**src/rtl/cba_pipe_adder_if.sv**
```systemverilog
// Operand/result handshake bundle for the pipelined carry-bypass adder.
// The issuing side uses the master modport; the adder uses the slave modport.
interface cba_pipe_adder_if #(
  parameter int WIDTH = 16,
  parameter int NB    = 4
);
  logic             in_valid;
  logic             in_ready;
  logic [WIDTH-1:0] a;
  logic [WIDTH-1:0] b;
  logic             cin;
  logic             sub;
  logic             out_valid;
  logic             out_ready;
  logic [WIDTH-1:0] sum;
  logic             cout;
  logic             ovf;
  logic [NB-1:0]    skip_mask;

  modport master (
    output in_valid, a, b, cin, sub, out_ready,
    input  in_ready, out_valid, sum, cout, ovf, skip_mask
  );

  modport slave (
    input  in_valid, a, b, cin, sub, out_ready,
    output in_ready, out_valid, sum, cout, ovf, skip_mask
  );
endinterface

```
**src/rtl/cba_pipe_adder.sv**
```systemverilog
// Pipelined carry-bypass adder/subtractor: one BLOCK-bit bypass block per stage,
// operands skewed down the pipe, global stall driven by the result handshake.
module cba_pipe_adder #(
  parameter int WIDTH = 16,
  parameter int BLOCK = 4
) (
  input  logic            clk,
  input  logic            rst,
  cba_pipe_adder_if.slave bus
);
  localparam int NB = WIDTH / BLOCK;

  generate
    if (((WIDTH % BLOCK) != 0) || (BLOCK < 2)) begin : g_bad_cfg
      $error("cba_pipe_adder: WIDTH must be a multiple of BLOCK and BLOCK must be at least 2");
    end
  endgenerate

  // Level 0 holds the captured operands; level k+1 holds the result of block k.
  logic             valid_r [0:NB];
  logic             carry_r [0:NB];
  logic [WIDTH-1:0] sum_r   [0:NB];
  logic [NB-1:0]    skip_r  [0:NB];
  logic [WIDTH-1:0] a_r     [0:NB-1];
  logic [WIDTH-1:0] b_r     [0:NB-1];
  logic             ovf_r;

  logic [WIDTH-1:0] nxt_sum  [0:NB-1];
  logic [NB-1:0]    nxt_skip [0:NB-1];
  logic             blk_cout [0:NB-1];
  logic             msb_cin;
  logic             advance;

  assign advance      = !valid_r[NB] || bus.out_ready;
  assign bus.in_ready = !rst && advance;

  // Per-block ripple sum, propagate detection and bypass carry selection.
  always_comb begin : p_blocks
    logic c;
    logic p;
    logic x;
    c = 1'b0;
    p = 1'b0;
    x = 1'b0;
    for (int k = 0; k < NB; k++) begin
      c           = carry_r[k];
      p           = 1'b1;
      nxt_sum[k]  = sum_r[k];
      nxt_skip[k] = skip_r[k];
      for (int i = 0; i < BLOCK; i++) begin
        x = a_r[k][k*BLOCK+i] ^ b_r[k][k*BLOCK+i];
        nxt_sum[k][k*BLOCK+i] = x ^ c;
        c = (a_r[k][k*BLOCK+i] & b_r[k][k*BLOCK+i]) | (x & c);
        p = p & x;
      end
      nxt_skip[k][k] = p;
      // When every bit propagates, the ripple result equals the block carry-in anyway.
      blk_cout[k]    = p ? carry_r[k] : c;
    end
  end

  // Carry into the MSB recovered from the final block's sum and operand bits.
  assign msb_cin = nxt_sum[NB-1][WIDTH-1] ^ a_r[NB-1][WIDTH-1] ^ b_r[NB-1][WIDTH-1];

  // Pipeline registers: clear on reset, advance together, or hold on stall.
  always_ff @(posedge clk) begin
    if (rst) begin
      for (int k = 0; k <= NB; k++) begin
        valid_r[k] <= 1'b0;
        carry_r[k] <= 1'b0;
        sum_r[k]   <= '0;
        skip_r[k]  <= '0;
      end
      for (int k = 0; k < NB; k++) begin
        a_r[k] <= '0;
        b_r[k] <= '0;
      end
      ovf_r <= 1'b0;
    end else if (advance) begin
      valid_r[0] <= bus.in_valid;
      carry_r[0] <= bus.sub ? 1'b1 : bus.cin;
      a_r[0]     <= bus.a;
      b_r[0]     <= bus.sub ? ~bus.b : bus.b;
      sum_r[0]   <= '0;
      skip_r[0]  <= '0;
      for (int k = 0; k < NB; k++) begin
        valid_r[k+1] <= valid_r[k];
        carry_r[k+1] <= blk_cout[k];
        sum_r[k+1]   <= nxt_sum[k];
        skip_r[k+1]  <= nxt_skip[k];
      end
      for (int k = 1; k < NB; k++) begin
        a_r[k] <= a_r[k-1];
        b_r[k] <= b_r[k-1];
      end
      ovf_r <= msb_cin ^ blk_cout[NB-1];
    end
  end

  assign bus.out_valid = valid_r[NB];
  assign bus.sum       = sum_r[NB];
  assign bus.cout      = carry_r[NB];
  assign bus.ovf       = ovf_r;
  assign bus.skip_mask = skip_r[NB];
endmodule

```
**src/flat_wrapper.sv**
```systemverilog
// flat-port wrapper written by rule: the top's interface ports become plain ports
module cba_pipe_adder_flat 
#(
  parameter int WIDTH = 16,
  parameter int BLOCK = 4
)
  (clk, rst, bus_in_valid, bus_a, bus_b, bus_cin, bus_sub, bus_out_ready, bus_in_ready, bus_out_valid, bus_sum, bus_cout, bus_ovf, bus_skip_mask);
  cba_pipe_adder_if #(.WIDTH(WIDTH), .NB(4)) bus_i ();
  input  logic clk;
  input  logic rst;
  input wire logic [$bits(bus_i.in_valid)-1:0] bus_in_valid;
  input wire logic [$bits(bus_i.a)-1:0] bus_a;
  input wire logic [$bits(bus_i.b)-1:0] bus_b;
  input wire logic [$bits(bus_i.cin)-1:0] bus_cin;
  input wire logic [$bits(bus_i.sub)-1:0] bus_sub;
  input wire logic [$bits(bus_i.out_ready)-1:0] bus_out_ready;
  output wire logic [$bits(bus_i.in_ready)-1:0] bus_in_ready;
  output wire logic [$bits(bus_i.out_valid)-1:0] bus_out_valid;
  output wire logic [$bits(bus_i.sum)-1:0] bus_sum;
  output wire logic [$bits(bus_i.cout)-1:0] bus_cout;
  output wire logic [$bits(bus_i.ovf)-1:0] bus_ovf;
  output wire logic [$bits(bus_i.skip_mask)-1:0] bus_skip_mask;
  assign bus_i.in_valid = bus_in_valid;
  assign bus_i.a = bus_a;
  assign bus_i.b = bus_b;
  assign bus_i.cin = bus_cin;
  assign bus_i.sub = bus_sub;
  assign bus_i.out_ready = bus_out_ready;
  assign bus_in_ready = bus_i.in_ready;
  assign bus_out_valid = bus_i.out_valid;
  assign bus_sum = bus_i.sum;
  assign bus_cout = bus_i.cout;
  assign bus_ovf = bus_i.ovf;
  assign bus_skip_mask = bus_i.skip_mask;
  cba_pipe_adder #(.WIDTH(WIDTH), .BLOCK(BLOCK)) u_core (.clk(clk), .rst(rst), .bus(bus_i));
endmodule
```
**config.mk**
```make
export PLATFORM = sky130hd
export DESIGN_NAME = cba_pipe_adder_flat
export DESIGN_NICKNAME = d
export VERILOG_FILES = /design/src/rtl/cba_pipe_adder_if.sv /design/src/rtl/cba_pipe_adder.sv /design/src/flat_wrapper.sv
export SDC_FILE = /design/constraint.sdc
export NUM_CORES = 1
export LEC_CHECK = 0
export ABC_CLOCK_PERIOD_IN_PS = 3300
export BUFFER_PORTS_ARGS = -buffer_cell sky130_fd_sc_hd__buf_4
export CAP_MARGIN = 20
export CORE_ASPECT_RATIO = 0.8
export CORE_MARGIN = 4
export CORE_UTILIZATION = 40
export CTS_CLUSTER_DIAMETER = 100
export DETAILED_ROUTE_END_ITERATION = 6
export GPL_TIMING_DRIVEN = 0
export SETUP_SLACK_MARGIN = 0.05
export SLEW_MARGIN = 20
export SYNTH_ARGS = -nofsm -noshare
export SYNTH_HDL_FRONTEND = slang
export SYNTH_SLANG_ARGS = --single-unit
export TNS_END_PERCENT = 10
```
**constraint.sdc**
```tcl
create_clock -name clk -period 3.3 [get_ports clk]
set_clock_uncertainty 0.1 [all_clocks]
set_input_delay 0.66 -clock clk [delete_from_list [all_inputs] [get_ports clk]]
set_output_delay 0.66 -clock clk [all_outputs]
set_load 0.1 [all_outputs]
```
# Word level (Yosys, flattened, before mapping)
# Memory sizes are Yosys's and may differ from the RTL's.
# Cells that the tools add are included.
[op_classes]
add_sub_neg = 0
multipliers = 0
div_mod_pow = 0
order_cmp = 0
eq_ne = 0
n_shift = 0
muxes = 39
bitwise_logic = 124
n_reduce_logical = 4
[ops]
columns = ["operator", "count"]
rows = [
  ["16-bit two-way mux", 14],
  ["1-bit AND", 44],
  ["1-bit OR", 44],
  ["1-bit bitwise XOR", 35],
  ["1-bit two-way mux", 20],
  ["4-bit two-way mux", 5],
  ["16-bit NOT", 1],
  ["1-bit logical NOT", 2],
  ["1-bit logical AND", 1],
  ["1-bit logical OR", 1],
]
[totals]
ff_bits = 1
latch_bits = 0
ram_bits = 238
mem_bits_ro = 0
input_bits = 38
output_inout_bits = 24
elab_cells = 174
memories = 6
[mem_list]
columns = ["name", "words", "width", "rd", "rd_clocked_by_memory_dff", "wr", "line", "rtl"]
rows = [
  ["u_core.sum_r", 5, 16, 5, 0, 5, "cba_pipe_adder.sv:22", "logic [WIDTH-1:0] sum_r [0:NB];"],
  ["u_core.a_r", 4, 16, 4, 0, 4, "cba_pipe_adder.sv:24", "logic [WIDTH-1:0] a_r [0:NB-1];"],
  ["u_core.b_r", 4, 16, 4, 0, 4, "cba_pipe_adder.sv:25", "logic [WIDTH-1:0] b_r [0:NB-1];"],
  ["u_core.skip_r", 5, 4, 5, 0, 5, "cba_pipe_adder.sv:23", "logic [NB-1:0] skip_r [0:NB];"],
  ["u_core.carry_r", 5, 1, 5, 0, 5, "cba_pipe_adder.sv:21", "logic carry_r [0:NB];"],
  ["u_core.valid_r", 5, 1, 5, 0, 5, "cba_pipe_adder.sv:20", "logic valid_r [0:NB];"],
]

# Longest topological paths before layout
[depth]
word_depth = 11
ltp_mapped = 10
mapped_depth_nobuf = 10

# Worst setup path before layout
# No wires, ideal clock.
[synth_path]
path_type = "flip-flop to flip-flop"
from = "memory u_core.valid_r[4][0] (netlist: u_core.valid_r[0][4])"
to = "memory u_core.a_r[0][0], enable pin"
setup_ns = 0.441
t_arrival_ns = 2.763
required_ns = 2.759
path_slack_ns = -0.004
path_stages_with_launch = 3
n_path_buf = 0
period_less_slack_ns = 3.304
cell_sequence = "edfxtp_1 nand2b_4 or2_2"
[synth_lines]
columns = ["item", "line"]
rows = [
  ["start, declared", "cba_pipe_adder.sv:20"],
  ["end, declared", "cba_pipe_adder.sv:24"],
]

==> results.tsv <==
metric	value	unit
status	completed	
cts_max_level	4	
layout_commonest_cell	edfxtp_1	
end_kind	register	
first_pass_iters	4	
drcViolationCount	0	
path_clk_slew	0.06	ns
hold_viol	0	
hp-class	reg -> reg	
power.internal	3.36	mW
p_sw	864	uW
viasPerCell	4.22	
core_area	0.0145	mm^2
wire_per_inst	12.6	um
row_count	39	
fmax	369	MHz
fill_cells	1239	
grt_setup_unrepaired	false	
cts_resized	0	
cp.required	3.47	ns
initial_core_util	0.415	
pwr-share-clk	0.438	
fp.dieW	145	um
p_leak	3.16	nW
grt_pass1_vias	2866	
root_buffer	clkbuf_16	
grt_pass1_wl	14.1	mm
cp_max_fo	2	
multiInputGateArea	0.00158	mm^2
setup_tns	0	ns
whs	0.371	ns
powerDensity	574	mW/mm^2
fin_crit_sh	0.822	
drv_slew	0	
seqPwrFrac	0.495	
postRouteAntennaNets	0	
p_comb_frac	0.067	
numCtsBuffers	17	
arrival	2.89	ns
period_minus_slack	2.71	ns
insertedDiodeCount	0	
ys_ff_latch	141	
crit_type	reg -> reg	
setup_viol	0	
synth_fp_nets	462	
die_area	0.0171	mm^2
vias	2829	
grt_overflow	0	
initialDrtViolationCount	133	
grt_max_degree	55	
cp-start-kind	register	
drive_gt1_frac	0.230	
total_power	4.22	mW
slew_headroom	0.676	
clk_path_buf_depth	2	
fin_nets	543	
p_sw_frac	0.205	
crit_path_top_delay_cell	fa_1	
post-cts-setup-buffer-count	0	
instances_no_fill	670	
grt.total_usage	0.107	
antenna_found_initial	0	
syn-cell-area	0.00603	mm^2
cp_slowest_stage_delay	0.45	ns
cts_tree	built	
synthCells	392	
ios	62	
maxCapViolCount	0	
routed_wl	8.46	mm
gp_congestion	0.760	
tightest_slew	0.486	ns
io_buffers	60	
synth.distinct_cells	20	
avgSynthCellArea	15.4	um^2
yosysWarnings	0	
crit_chain	inv_1 > fa_1 > inv_1 > fa_1 > fa_1 > inv_1 > fa_1 > xnor2_1 > xnor2_1 > o22ai_1	
cts_sinks	141	
dieHeight	118	um
placed_cells	638	
syn_to_final_growth	21.9	%
ys_seq_area_frac	0.701	
peakVddDrop	313	uV
clock_latency	0.41	ns
regArea	0.00422	mm^2
ctsHoldBuffers	0	
hpwl	5.93	mm
path_common_cell	fa_1	
layout_common_cells	140 x edfxtp_1, 107 x and2_1, 61 x buf_4	
==> metrics by stage <==
step	setup slack, ns	util	instance area (um^2)
CTS	0.555	0.505	7350
finish	0.586	0.505	7350
global placement	0.521	0.462	6710
global route	0.425	0.505	7350
floorplan	0.672	-	6030
detailed placement	0.599	0.465	6770
==> power by group through the flow <==
stage / sequential, mW / combinational [mW] / clock, mW
after global placement: 2.13 / 0.284 / 0
final: 2.09 / 0.284 / 1.85
after global routing: 2.10 / 0.317 / 1.99
after floorplan: 2.19 / 0.133 / 0
after detailed placement: 2.13 / 0.290 / 0
after CTS: 2.09 / 0.291 / 1.89
==> cells in the mapped netlist, drive strengths merged <==
master  number  share of area
a211oi       3         0.0037
and2       107           0.11
buf         10          0.013
clkbuf       7         0.0058
dfxtp        1         0.0033
edfxtp     140           0.70
fa          16          0.053
ha          16          0.033
inv         30          0.019
mux2         1         0.0019
nand2b       2         0.0037
nand4        4         0.0041
nor2        34          0.021
o22ai        1         0.0010
or2          1         0.0010
xnor2       19          0.028
==> routing by layer <==
metal,global-route usage,part of all wire,up-vias
li1,-,-,1467
met4,0.0427,0.0098,0
met2,0.156,0.45,66
met3,0.0423,0.059,6
met1,0.142,0.48,1290
met5,0,0,-
==> registers in the layout, indices dropped and copies added (netlist names) <==
| signal | flops |
|---|---|
| u_core.carry_r | 5 |
| u_core.bus.ovf | 1 |
| u_core.valid_r | 5 |
| u_core.sum_r | 40 |
| u_core.skip_r | 10 |
| u_core.b_r | 40 |
| u_core.a_r | 40 |
==> kinds of logic after synthesis <==
| logic type | share of synthesized area |
|---|---|
| multiplexers | 0.00187 |
| flip-flops | 0.701 |
| AO/OA/AOI/OAI | 0.00477 |
| XOR/XNOR | 0.0276 |
| buffers and inverters | 0.0378 |
| AND/OR/NAND/NOR | 0.141 |
| adder cells (fa/ha/maj) | 0.0863 |
==> worst max-delay path: cells and delay by family, from the launching register on <==
| family | cells | cell delay [ns] |
|---|---|---|
| DFF | 1 | 0.39 |
| xor gates and xnor gates | 2 | 0.34 |
| adders and majority gates | 4 | 1.43 |
| buffers and inverters | 3 | 0.24 |
| AOI/OAI and AO/OA | 1 | 0.09 |
==> worst paths after layout <==
kind                     startpoint             end  slack, ns  cells past startpoint
hold reg to reg      u_core.bus.ovf  u_core.bus.ovf       0.37                      2
hold / removal       u_core.bus.ovf  u_core.bus.ovf       0.37                      2
setup reg to reg  u_core.b_r[3][12]  u_core.bus.ovf       0.59                     10
setup / recovery  u_core.b_r[3][12]  u_core.bus.ovf       0.59                     10
==> layout make-up <==
class,instances,share of cell area
inverter,30,0.0157
tap,184,0.0313
buffer,17,0.0153
sequential,141,0.575
clock buffer,20,0.0594
timing repair buffer,62,0.0688
multi-input combinational,204,0.215
clock inverter,12,0.0197
No activity file was read; power rests on OpenSTA's default activity.
